**src/rtl/action_sequencer_if.sv**
```systemverilog
// Game-sequencer boundary: judge feedback and game tick in, round descriptor and game status out.
interface action_sequencer_if;
  logic       tick;
  logic       start;
  logic [7:0] wrong_time;
  logic       level;
  logic [3:0] action;
  logic [7:0] count;
  logic       round_start;
  logic       game_over;
  logic       game_win;

  modport master (
    output tick, start, wrong_time,
    input  level, action, count, round_start, game_over, game_win
  );

  modport slave (
    input  tick, start, wrong_time,
    output level, action, count, round_start, game_over, game_win
  );
endinterface

```
**src/rtl/action_sequencer.sv**
```systemverilog
// Round sequencer for the button judge: paces rounds off the 10 Hz tick and draws a new direction each round.
// Outputs update on the edge that samples start/tick; no backpressure, the judge consumes every round.
module action_sequencer #(
  parameter int         TICKS_PER_ROUND = 40,
  parameter int         NUM_ROUNDS      = 20,
  parameter int         MAX_WRONG       = 5,
  parameter logic [7:0] LFSR_SEED       = 8'hA5
) (
  input  logic               clk,
  input  logic               rst,
  action_sequencer_if.slave  io
);

  // An all-zero Galois register would lock up, so a zero seed is remapped.
  localparam logic [7:0] SEED       = (LFSR_SEED == 8'h00) ? 8'h01 : LFSR_SEED;
  localparam logic [7:0] LAST_TICK  = 8'(TICKS_PER_ROUND - 1);
  localparam logic [7:0] LAST_ROUND = 8'(NUM_ROUNDS);
  localparam logic [7:0] WRONG_LIM  = 8'(MAX_WRONG);

  typedef enum logic [1:0] {IDLE, PLAY, LOSE, WIN} state_t;

  state_t     state_q, state_d;
  logic [7:0] lfsr_q, lfsr_d;
  logic [7:0] tick_cnt_q, tick_cnt_d;
  logic [1:0] prev_q, prev_d;
  logic [3:0] action_q, action_d;
  logic [7:0] count_q, count_d;
  logic       round_start_q, round_start_d;
  logic [1:0] cand;
  logic       load;

  always_ff @(posedge clk or posedge rst) begin
    if (rst) begin
      state_q       <= IDLE;
      lfsr_q        <= SEED;
      tick_cnt_q    <= 8'd0;
      prev_q        <= 2'd0;
      action_q      <= 4'd0;
      count_q       <= 8'd0;
      round_start_q <= 1'b0;
    end else begin
      state_q       <= state_d;
      lfsr_q        <= lfsr_d;
      tick_cnt_q    <= tick_cnt_d;
      prev_q        <= prev_d;
      action_q      <= action_d;
      count_q       <= count_d;
      round_start_q <= round_start_d;
    end
  end

  always_comb begin
    state_d       = state_q;
    tick_cnt_d    = tick_cnt_q;
    prev_d        = prev_q;
    action_d      = action_q;
    count_d       = count_q;
    round_start_d = 1'b0;
    load          = 1'b0;
    lfsr_d        = {1'b0, lfsr_q[7:1]} ^ (lfsr_q[0] ? 8'hB8 : 8'h00);

    // Never repeat the previous direction back to back.
    cand = lfsr_q[1:0];
    if (cand == prev_q) begin
      cand = cand + 2'd1;
    end

    case (state_q)
      PLAY: begin
        if (io.start) begin
          count_d = 8'd1;
          load    = 1'b1;
        end else if (io.wrong_time >= WRONG_LIM) begin
          state_d = LOSE;
        end else if (io.tick) begin
          if (tick_cnt_q == LAST_TICK) begin
            if (count_q == LAST_ROUND) begin
              state_d = WIN;
            end else begin
              count_d = count_q + 8'd1;
              load    = 1'b1;
            end
          end else begin
            tick_cnt_d = tick_cnt_q + 8'd1;
          end
        end
      end
      default: begin
        if (io.start) begin
          state_d = PLAY;
          count_d = 8'd1;
          load    = 1'b1;
        end
      end
    endcase

    if (load) begin
      state_d       = PLAY;
      action_d      = {2'b00, cand};
      prev_d        = cand;
      tick_cnt_d    = 8'd0;
      round_start_d = 1'b1;
    end
  end

  assign io.level       = (state_q == PLAY);
  assign io.game_over   = (state_q == LOSE);
  assign io.game_win    = (state_q == WIN);
  assign io.action      = action_q;
  assign io.count       = count_q;
  assign io.round_start = round_start_q;

endmodule

```
**src/flat_wrapper.sv**
```systemverilog
// flat-port wrapper written by rule: the top's interface ports become plain ports
module action_sequencer_flat 
#(
  parameter int         TICKS_PER_ROUND = 40,
  parameter int         NUM_ROUNDS      = 20,
  parameter int         MAX_WRONG       = 5,
  parameter logic [7:0] LFSR_SEED       = 8'hA5
)
  (clk, rst, io_tick, io_start, io_wrong_time, io_level, io_action, io_count, io_round_start, io_game_over, io_game_win);
  action_sequencer_if io_i ();
  input  logic clk;
  input  logic rst;
  input wire logic [$bits(io_i.tick)-1:0] io_tick;
  input wire logic [$bits(io_i.start)-1:0] io_start;
  input wire logic [$bits(io_i.wrong_time)-1:0] io_wrong_time;
  output wire logic [$bits(io_i.level)-1:0] io_level;
  output wire logic [$bits(io_i.action)-1:0] io_action;
  output wire logic [$bits(io_i.count)-1:0] io_count;
  output wire logic [$bits(io_i.round_start)-1:0] io_round_start;
  output wire logic [$bits(io_i.game_over)-1:0] io_game_over;
  output wire logic [$bits(io_i.game_win)-1:0] io_game_win;
  assign io_i.tick = io_tick;
  assign io_i.start = io_start;
  assign io_i.wrong_time = io_wrong_time;
  assign io_level = io_i.level;
  assign io_action = io_i.action;
  assign io_count = io_i.count;
  assign io_round_start = io_i.round_start;
  assign io_game_over = io_i.game_over;
  assign io_game_win = io_i.game_win;
  action_sequencer #(.TICKS_PER_ROUND(TICKS_PER_ROUND), .NUM_ROUNDS(NUM_ROUNDS), .MAX_WRONG(MAX_WRONG), .LFSR_SEED(LFSR_SEED)) u_core (.clk(clk), .rst(rst), .io(io_i));
endmodule
```
**config.mk**
```make
export PLATFORM = sky130hd
export DESIGN_NAME = action_sequencer_flat
export DESIGN_NICKNAME = d
export VERILOG_FILES = /design/src/rtl/action_sequencer_if.sv /design/src/rtl/action_sequencer.sv /design/src/flat_wrapper.sv
export SDC_FILE = /design/constraint.sdc
export NUM_CORES = 1
export LEC_CHECK = 0
export CORE_MARGIN = 4
export CORE_UTILIZATION = 55
export DETAILED_ROUTE_END_ITERATION = 10
export GPL_TIMING_DRIVEN = 0
export PLACE_DENSITY = 0.84
export SLEW_MARGIN = 20
export SYNTH_ARGS = -nofsm -noshare
export SYNTH_HDL_FRONTEND = slang
export SYNTH_SLANG_ARGS = --single-unit
```
**constraint.sdc**
```tcl
create_clock -name clk -period 3.8 [get_ports clk]
set_input_delay 0.57 -clock clk [delete_from_list [all_inputs] [get_ports clk]]
set_output_delay 0.57 -clock clk [all_outputs]
set_load 0.05 [all_outputs]
```
==> flow_metrics.py, run 1 <==
metrics = {
    "synthesis": {
        "syn_area_um2": 1480,
        "synth_edf_count": 0,
        "yosys.cell_types.count": 43,
        "synth_seq_cells": 29,
        "netlist_instances": 152,
        "yosys_warnings": 0,
        "post_synth.cell_area_avg_um2": 9.76,
        "synth_ff_type": "dfrtp_1",
        "synthArstFlopShare_pct": 100,
        "ys_seq_area_share_pct": 49.2,
    },
    "sta": {
        "min_period_ns": 2.58,
        "hold_violations": 0,
        "whs_ns": 0.371,
        "worstMarginPinSlew_ns": 0.621,
        "fin_skew_ns": 0.0159,
        "setup_tns_ns": 0,
        "fin_crit_sh_pct": 67.8,
        "worst_slack_ns": 1.22,
        "relSlewSlack_pct": 58.5,
        "drv_slew": 0,
        "rsz0062_at_grt": "false",
        "setup_violations": 0,
        "fmax_mhz": 388,
    },
    "finish": {
        "drive_gt1_share_pct": 11.3,
        "n_antenna_cell": 0,
        "nFillCells": 190,
        "syn_to_final_growth_pct": 25.4,
        "nets": 200,
    },
    "power": {
        "irDropWorstVdd_mv": 0.343,
        "p_per_area_nw_per_um2": 373,
        "p_leak_nw": 0.799,
    },
    "cts": {
        "postCtsSetupRepairBufs": 0,
        "cts-buffers-inserted": 5,
        "cts.clk_slew.worst_paths_ns": 0.08,
        "hold_buffers": 0,
        "root_buffer": "clkbuf_4",
        "clk_latency_ns": 0.32,
        "cts_resized": 0,
        "cts_htree_levels": 2,
        "clockBufferDepth": 2,
        "cts_sinks": 29,
        "cts_tree": "built",
    },
    "worst_setup_path": {
        "cp.arrival_ns": 2.01,
        "cp_num_cells": 3,
        "path_class": "register to output port",
        "cp-end-kind": "output port",
        "cp_slowest_stage_delay_ns": 0.87,
        "start_kind": "register",
        "crit_path_top_delay_cell": "clkdlybuf4s50_1",
        "path_cells": "nor2b_1 > clkbuf_1 > clkdlybuf4s50_1",
        "crit_path_max_fanout": 7,
        "path_buf_inv": 2,
        "crit_family": "buffers and inverters",
        "ff2ff_path_depth": 5,
        "required_ns": 3.23,
    },
    "die": {
        "die_area_um2": 3590,
        "die_x_um": 59.9,
        "rows": 18,
        "dieHeight_um": 59.9,
        "start_util_pct": 58.8,
        "core_area_um2": 2520,
        "pin_count": 28,
    },
    "global_routing": {
        "grt_pass1_wl_um": 5260,
        "grtUsageTotal_pct": 19.7,
        "grt_pass1_vias": 1230,
        "antenna_found_initial": 0,
        "grt_max_degree": 30,
        "overflow": 0,
    },
    "detailed_routing": {
        "dr.pass1.iters": 4,
        "wirelength_um": 3150,
        "drc": 0,
        "detail-route-antenna-nets": 0,
        "vias": 1253,
        "wl_per_cell_um": 14.6,
        "vias_per_cell": 5.80,
        "initialDrtViolationCount": 44,
    },
    "placement": {
        "dp_hpwl_um": 2290,
        "io_buffers": 25,
        "post-place-ws_ns": 1.04,
        "gp_congestion": 0.796,
    },
    "min_path": {
        "min_path_cells": 0,
        "hold_path.class": "register to register",
    },
    "job": {
        "max_cap_viol_count": 0,
    },
    "outcome": {
        "status": "finished clean",
    },
}
## cell type report
cell class | instances | area, um^2 | area share, %
Tap cell | 30 | 37.5 | 2.02
Clock inverter | 1 | 30.0 | 1.61
Multi-Input combinational cell | 109 | 686 | 36.9
Timing Repair Buffer | 25 | 250 | 13.4
Clock buffer | 7 | 55.1 | 2.96
Inverter | 9 | 33.8 | 1.82
Buffer | 6 | 37.5 | 2.02
Sequential cell | 29 | 731 | 39.3
## final timing paths
check / startpoint / end / slack [ns]
max reg2reg: u_core.tick_cnt_q[6] / u_core.prev_q[1] / 1.54
min reg2reg: u_core.lfsr_q[3] / u_core.lfsr_q[2] / 0.37
max in group asynchronous: rst / u_core.io.count[6] / 2.78
max: u_core.state_q[0] / io_level / 1.22
min: u_core.lfsr_q[3] / u_core.lfsr_q[2] / 0.37
min in group asynchronous: rst / u_core.tick_cnt_q[6] / 0.62
## power breakdown
part / internal, mW / total (mW) / switching, mW
logic: 0.0393 / 0.107 / 0.0679
clock network: 0.157 / 0.263 / 0.105
registers: 0.316 / 0.324 / 0.00813
## per-stage QoR
step / cells / cell area (um^2) / total power [mW] / utilization, %
2_1_floorplan: 153 / 1490 / 0.398 / -
3_3_place_gp: 208 / 1780 / 0.434 / 70.4
3_5_place_dp: 208 / 1780 / 0.437 / 70.4
4_1_cts: 216 / 1860 / 0.700 / 73.8
5_1_grt: 216 / 1860 / 0.729 / 73.8
6_report: 216 / 1860 / 0.694 / 73.8
## cell usage in the layout (no fill, tap or decap), types with 3 or more instances in the layout
cell type,netlist,routed
o31ai_1,3,3
a31oi_1,5,5
xor2_1,4,4
o21ai_0,16,16
dfrtp_1,25,25
dfstp_2,4,4
nand2_1,11,11
ha_1,3,3
clkdlybuf4s50_1,0,25
nand3_1,7,7
inv_1,9,8
nor2_1,11,11
clkbuf_4,0,5
clkbuf_1,3,4
a21oi_1,9,9
nand4_1,5,5
## metal layers
layer	track usage, %	vias to the layer above	part of all wire (%)
met5	0	-	0
met4	7.91	0	0.79
met3	6.26	5	6.9
met2	32.1	37	49
met1	24.2	597	44
li1	-	614	-
## logic make-up (layout without fill, tap and decap cells)
logic type,count (synthesis),count (layout),share of synthesized area (%)
adders and majority gates,3,3,2.53
DFF,29,29,49.2
AOI/OAI and AO/OA,44,44,19.1
xor gates and xnor gates,5,5,2.95
and+or+nand+nor,55,55,21.2
other,1,2,0.253
buffers and inverters,15,48,4.81
## registers in the layout, summed over array words and instances (netlist names)
name,cells
u_core.state_q,2
u_core.prev_q,2
u_core.io.round_start,1
u_core.lfsr_q,8
u_core.io.count,8
u_core.tick_cnt_q,8
## Yosys cell counts, drive strengths merged, types with 2 or more instances
library cell,n,share of area (%)
nor3b,2,1.0
a41oi,3,2.3
and2,2,0.84
o21ai,16,5.4
ha,3,2.5
or3,2,0.93
a21boi,2,1.0
nand3,7,2.4
nor2,11,2.8
dfrtp,25,42
o31ai,3,1.5
and3,2,0.84
buf,3,1.8
a31oi,5,2.1
inv,9,2.3
nand2b,2,0.84
nand4,5,2.1
dfstp,4,7.1
nand2,11,2.8
nor2b,2,0.84
a21oi,9,3.0
xor2,4,2.4
clkbuf,3,0.76
nor4,2,1.9
No activity file was read; power rests on OpenSTA's default activity.
==> inputs of run 2 (changes only) <==
--- a/config.mk
+++ b/config.mk
@@ -6,10 +6,10 @@
 export NUM_CORES = 1
 export LEC_CHECK = 0
 export CORE_MARGIN = 4
-export CORE_UTILIZATION = 55
+export CORE_UTILIZATION = 51
 export DETAILED_ROUTE_END_ITERATION = 10
 export GPL_TIMING_DRIVEN = 0
-export PLACE_DENSITY = 0.84
+export PLACE_DENSITY = 0.78
 export SLEW_MARGIN = 20
 export SYNTH_ARGS = -nofsm -noshare
 export SYNTH_HDL_FRONTEND = slang
==> constraint.sdc (replaced) <==
create_clock -name clk -period 2.6 [get_ports clk]
set_input_delay 0.39 -clock clk [delete_from_list [all_inputs] [get_ports clk]]
set_output_delay 0.39 -clock clk [all_outputs]
set_load 0.05 [all_outputs]
==> run 2 against run 1 <==
Effect of this change: worst setup slack worse by 1.1 ns; via count up 2.2%; global-route usage down 0.074 points; die area up 6.8%; first-iteration DRC count up 32%; total power up 36%; worst hold slack worse by 0.011 ns; highest routed layer unchanged; flip-flop and latch count unchanged; largest cell class unchanged; combinational power up 48%; cell count up 0.46%.
==> flow_metrics.py, run 2 (synthesized netlist as in run 1, its figures left out) <==
metrics = {
    "detailed_routing": {
        "wl_per_cell_um": 14.9,
        "wirelength_um": 3240,
        "drc": 0,
        "dr.pass1.iters": 4,
        "vias": 1280,
        "initialDrtViolationCount": 58,
        "vias_per_cell": 5.90,
        "detail-route-antenna-nets": 0,
    },
    "power": {
        "p_leak_nw": 0.795,
        "irDropWorstVdd_mv": 0.439,
        "p_per_area_nw_per_um2": 511,
    },
    "sta": {
        "rsz0062_at_grt": "false",
        "fin_skew_ns": 0.0102,
        "hold_violations": 0,
        "relSlewSlack_pct": 59.0,
        "min_period_ns": 2.43,
        "fin_crit_sh_pct": 93.6,
        "setup_tns_ns": 0,
        "fmax_mhz": 411,
        "worstMarginPinSlew_ns": 0.614,
        "drv_slew": 0,
        "worst_slack_ns": 0.166,
        "setup_violations": 0,
    },
    "min_path": {
        "holdCritStartpoint": "u_core.lfsr_q[3]",
        "min_path_cells": 0,
        "hold_path.class": "register to register",
        "whs_endpoint": "u_core.lfsr_q[2]",
    },
    "finish": {
        "syn_to_final_growth_pct": 24.5,
        "regArea_um2": 731,
        "nFillCells": 226,
        "drive_gt1_share_pct": 11.8,
        "nets": 200,
        "n_antenna_cell": 0,
        "multiInputGateArea_um2": 686,
        "layout_common_cells": "clkdlybuf4s50_1 (25), dfrtp_1 (25), o21ai_0 (16)",
    },
    "cts": {
        "cts_htree_levels": 2,
        "clockBufferDepth": 2,
        "cts_tree": "built",
        "postCtsSetupRepairBufs": 0,
        "clk_latency_ns": 0.33,
        "root_buffer": "clkbuf_4",
        "cts.clk_slew.worst_paths_ns": 0.09,
        "cts_sinks": 29,
        "hold_buffers": 0,
        "cts-buffers-inserted": 5,
        "cts_resized": 0,
    },
    "worst_setup_path": {
        "crit_path_max_fanout": 7,
        "crit_path_top_delay_cell": "clkdlybuf4s50_1",
        "ff2ff_path_depth": 6,
        "required_ns": 2.21,
        "cp_slowest_stage_delay_ns": 0.87,
        "cp-end-kind": "output port",
        "path_cells": "nor2b_1 > clkbuf_1 > clkdlybuf4s50_1",
        "r2r_slack_ns": 0.27,
        "start_kind": "register",
        "path_class": "register to output port",
        "cp.arrival_ns": 2.04,
        "crit-reg2reg-launch": "u_core.state_q[0]",
        "r2r_end": "u_core.io.count[4]",
    },
    "job": {
        "max_cap_viol_count": 0,
    },
    "die": {
        "die_area_um2": 3840,
        "pin_count": 28,
        "die_x_um": 61.9,
        "start_util_pct": 53.8,
        "core_area_um2": 2760,
        "dieHeight_um": 61.9,
        "rows": 19,
    },
    "global_routing": {
        "antenna_found_initial": 0,
        "grt_pass1_wl_um": 5430,
        "grtUsageTotal_pct": 19.7,
        "grt_max_degree": 30,
        "overflow": 0,
        "grt_pass1_vias": 1204,
    },
    "placement": {
        "io_buffers": 25,
        "dp_hpwl_um": 2430,
        "post-place-ws_ns": -0.112,
        "gp_congestion": 0.827,
    },
    "outcome": {
        "status": "finished clean",
    },
}
run 2: how the worst max path moves through the flow:
stage                      startpoint            endpoint  slack (ns)  cells past startpoint
floorplan           u_core.state_q[1]  u_core.io.count[7]        0.45                      6
global placement             io_start  u_core.io.count[4]        0.06                      7
detailed placement           io_start  u_core.io.count[4]       -0.11                      7
CTS                 u_core.state_q[0]            io_level        0.16                      3
global route        u_core.state_q[0]            io_level        0.02                      3
finish              u_core.state_q[0]            io_level        0.17                      3
run 2: stage by stage:
stage	power (mW)	cells	utilization, %	area, um^2	hold slack [ns]
floorplan	0.582	153	-	1490	0.333
detailed placement	0.640	209	64.4	1780	0.340
global route	0.993	217	67.0	1850	0.380
global placement	0.635	209	64.4	1780	0.344
finish	0.944	217	67.0	1850	0.359
CTS	0.951	217	67.0	1850	0.362
run 2: per-layer routing:
| layer | up-vias | global-route usage (%) | share of wire [%] |
|---|---|---|---|
| met5 | - | 0 | 0 |
| met3 | 4 | 7.02 | 7.5 |
| met4 | 0 | 6.67 | 1.2 |
| met1 | 622 | 23.1 | 41 |
| met2 | 37 | 33.3 | 50 |
| li1 | 617 | - | - |
run 2: layout make-up:
type	instances	share of cell area, %
Inverter	9	1.83
Clock inverter	1	0.271
Clock buffer	7	3.52
Sequential cell	29	39.6
Multi-Input combinational cell	109	37.1
Tap cell	31	2.10
Timing Repair Buffer	25	13.6
Buffer	6	2.03
run 2: worst max-delay path: cells and delay by family, from the launching register on:
kind | cells | cell delay (ns)
buffers and inverters | 2 | 1.17
DFF | 1 | 0.41
and+or+nand+nor | 1 | 0.14
run 2: report_power, final:
group | switching, mW | internal, mW
sequential | 0.0119 | 0.462
clock | 0.157 | 0.156
combinational | 0.100 | 0.0573
==> inputs of run 3 (changes only) <==
--- a/config.mk
+++ b/config.mk
@@ -6,10 +6,10 @@
 export NUM_CORES = 1
 export LEC_CHECK = 0
 export CORE_MARGIN = 4
-export CORE_UTILIZATION = 51
+export CORE_UTILIZATION = 46
 export DETAILED_ROUTE_END_ITERATION = 10
 export GPL_TIMING_DRIVEN = 0
-export PLACE_DENSITY = 0.78
+export PLACE_DENSITY = 0.75
 export SLEW_MARGIN = 20
 export SYNTH_ARGS = -nofsm -noshare
 export SYNTH_HDL_FRONTEND = slang
==> constraint.sdc (replaced) <==
create_clock -name clk -period 2.2 [get_ports clk]
set_input_delay 0.33 -clock clk [delete_from_list [all_inputs] [get_ports clk]]
set_output_delay 0.33 -clock clk [all_outputs]
set_load 0.05 [all_outputs]
==> run 3 against run 2 <==
Effect of this change: worst hold slack gained 0.0012 ns; design area grew 4.1%; critical path depth grew 3; worst setup slack lost 0.098 ns; critical path type is now register to register; largest cell class unchanged; largest power group unchanged.
==> flow_metrics.py, run 3 (synthesized netlist as in run 1, its figures left out) <==
metrics = {
    "global_routing": {
        "grt_max_degree": 30,
        "grt_pass1_vias": 1218,
        "grtUsageTotal_pct": 17.0,
        "grt_pass1_wl_um": 5370,
        "antenna_found_initial": 0,
        "overflow": 0,
    },
    "detailed_routing": {
        "dr.pass1.iters": 4,
        "vias": 1302,
        "vias_per_cell": 5.49,
        "initialDrtViolationCount": 63,
        "drc": 0,
        "wl_per_cell_um": 13.9,
        "detail-route-antenna-nets": 0,
        "wirelength_um": 3290,
    },
    "placement": {
        "post-place-ws_ns": -0.414,
        "io_buffers": 25,
        "gp_congestion": 0.810,
        "dp_hpwl_um": 2310,
    },
    "cts": {
        "hold_buffers": 0,
        "cts-buffers-inserted": 5,
        "cts_sinks": 29,
        "root_buffer": "clkbuf_4",
        "cts_htree_levels": 2,
        "clk_latency_ns": 0.35,
        "cts_tree": "built",
        "clockBufferDepth": 2,
        "cts.clk_slew.worst_paths_ns": 0.09,
    },
    "sta": {
        "setup_violations": 0,
        "drv_slew": 0,
        "rsz0062_at_grt": "true",
        "min_period_ns": 2.13,
        "worstMarginPinSlew_ns": 0.594,
        "hold_violations": 0,
        "fin_crit_sh_pct": 96.9,
        "worst_slack_ns": 0.0674,
        "relSlewSlack_pct": 60.3,
        "fmax_mhz": 469,
        "fin_skew_ns": 0.0122,
    },
    "finish": {
        "nFillCells": 277,
        "syn_to_final_growth_pct": 29.5,
        "drive_gt1_share_pct": 16.1,
        "mostFrequentLayoutCell": "dfrtp_1",
        "fin_util_pct": 62.4,
        "multiInputGateArea_um2": 701,
        "layout_common_cells": "dfrtp_1 (25), clkdlybuf4s50_1 (24), o21ai_0 (14)",
        "regArea_um2": 731,
        "n_antenna_cell": 0,
        "nets": 207,
    },
    "worst_setup_path": {
        "start_kind": "register",
        "cp-end-kind": "register",
        "path_class": "register to register",
        "required_ns": 2.44,
        "cp.arrival_ns": 2.38,
        "crit_path_max_fanout": 10,
    },
    "min_path": {
        "hold_path.class": "register to register",
    },
    "job": {
        "max_cap_viol_count": 0,
    },
    "die": {
        "dieHeight_um": 64.8,
        "rows": 20,
        "pin_count": 28,
        "die_area_um2": 4200,
        "start_util_pct": 48.2,
        "core_area_um2": 3080,
        "die_x_um": 64.8,
    },
    "power": {
        "p_per_area_nw_per_um2": 567,
        "power_mw": 1.09,
        "p_leak_nw": 0.833,
        "irDropWorstVdd_mv": 0.474,
    },
    "outcome": {
        "status": "finished clean",
    },
}
-- run 3: area by class of cell --
| type | instances | share of cell area, % |
|---|---|---|
| multi-input cells | 109 | 36.5 |
| well taps | 44 | 2.86 |
| plain buffers | 5 | 1.76 |
| flip-flops and latches | 29 | 38.0 |
| repair buffers | 33 | 16.1 |
| inverters | 9 | 1.76 |
| clock buffers | 8 | 3.06 |
-- run 3: metrics by stage --
stage | instances | instance area, um^2 | setup TNS, ns | hold slack, ns
3_5_place_dp | 222 | 1790 | -1.77 | 0.345
2_1_floorplan | 153 | 1490 | 0 | 0.333
4_1_cts | 230 | 1860 | 0 | 0.364
3_3_place_gp | 222 | 1790 | -1.21 | 0.344
5_1_grt | 237 | 1920 | -0.0557 | 0.372
6_report | 237 | 1920 | 0 | 0.361
-- run 3: routing by layer --
layer | GRT usage [%] | vias to the layer above | share of wire (%)
li1 | - | 626 | -
met1 | 20.6 | 627 | 45
met2 | 25.5 | 40 | 45
met3 | 4.51 | 9 | 7.5
met4 | 12.9 | 0 | 2.5
met5 | 0 | - | 0
-- run 3: power breakdown --
group | switching, mW | total, mW | internal [mW]
Sequential | 0.0143 | 0.560 | 0.545
Clock | 0.186 | 0.343 | 0.157
Combinational | 0.119 | 0.187 | 0.0674
-- run 3: path summary, 6_finish.rpt --
check / from / to / slack [ns] / depth (start not counted)
worst min register to register: u_core.lfsr_q[3] / u_core.lfsr_q[2] / 0.36 / 0
min in group asynchronous: rst / u_core.io.count[3] / 0.37 / 2
worst max register to register: u_core.tick_cnt_q[6] / u_core.prev_q[1] / 0.07 / 6
worst min-delay path: u_core.lfsr_q[3] / u_core.lfsr_q[2] / 0.36 / 0
max in group asynchronous: rst / u_core.state_q[1] / 1.43 / 2
worst max-delay path: u_core.tick_cnt_q[6] / u_core.prev_q[1] / 0.07 / 6
-- run 3: repair_timing --
action	CTS	global route
buffers inserted	0	8
gates resized for setup	3	3
endpoints found under the setup margin	4	11
pin swaps	1	4
-- run 3: critical path: stages (launching register included) --
cell     delay (ns)
dfrtp_1        0.42
or4b_4         0.56
nor4_4         0.25
buf_4          0.18
a41oi_2        0.16
buf_6          0.18
a211o_1        0.28
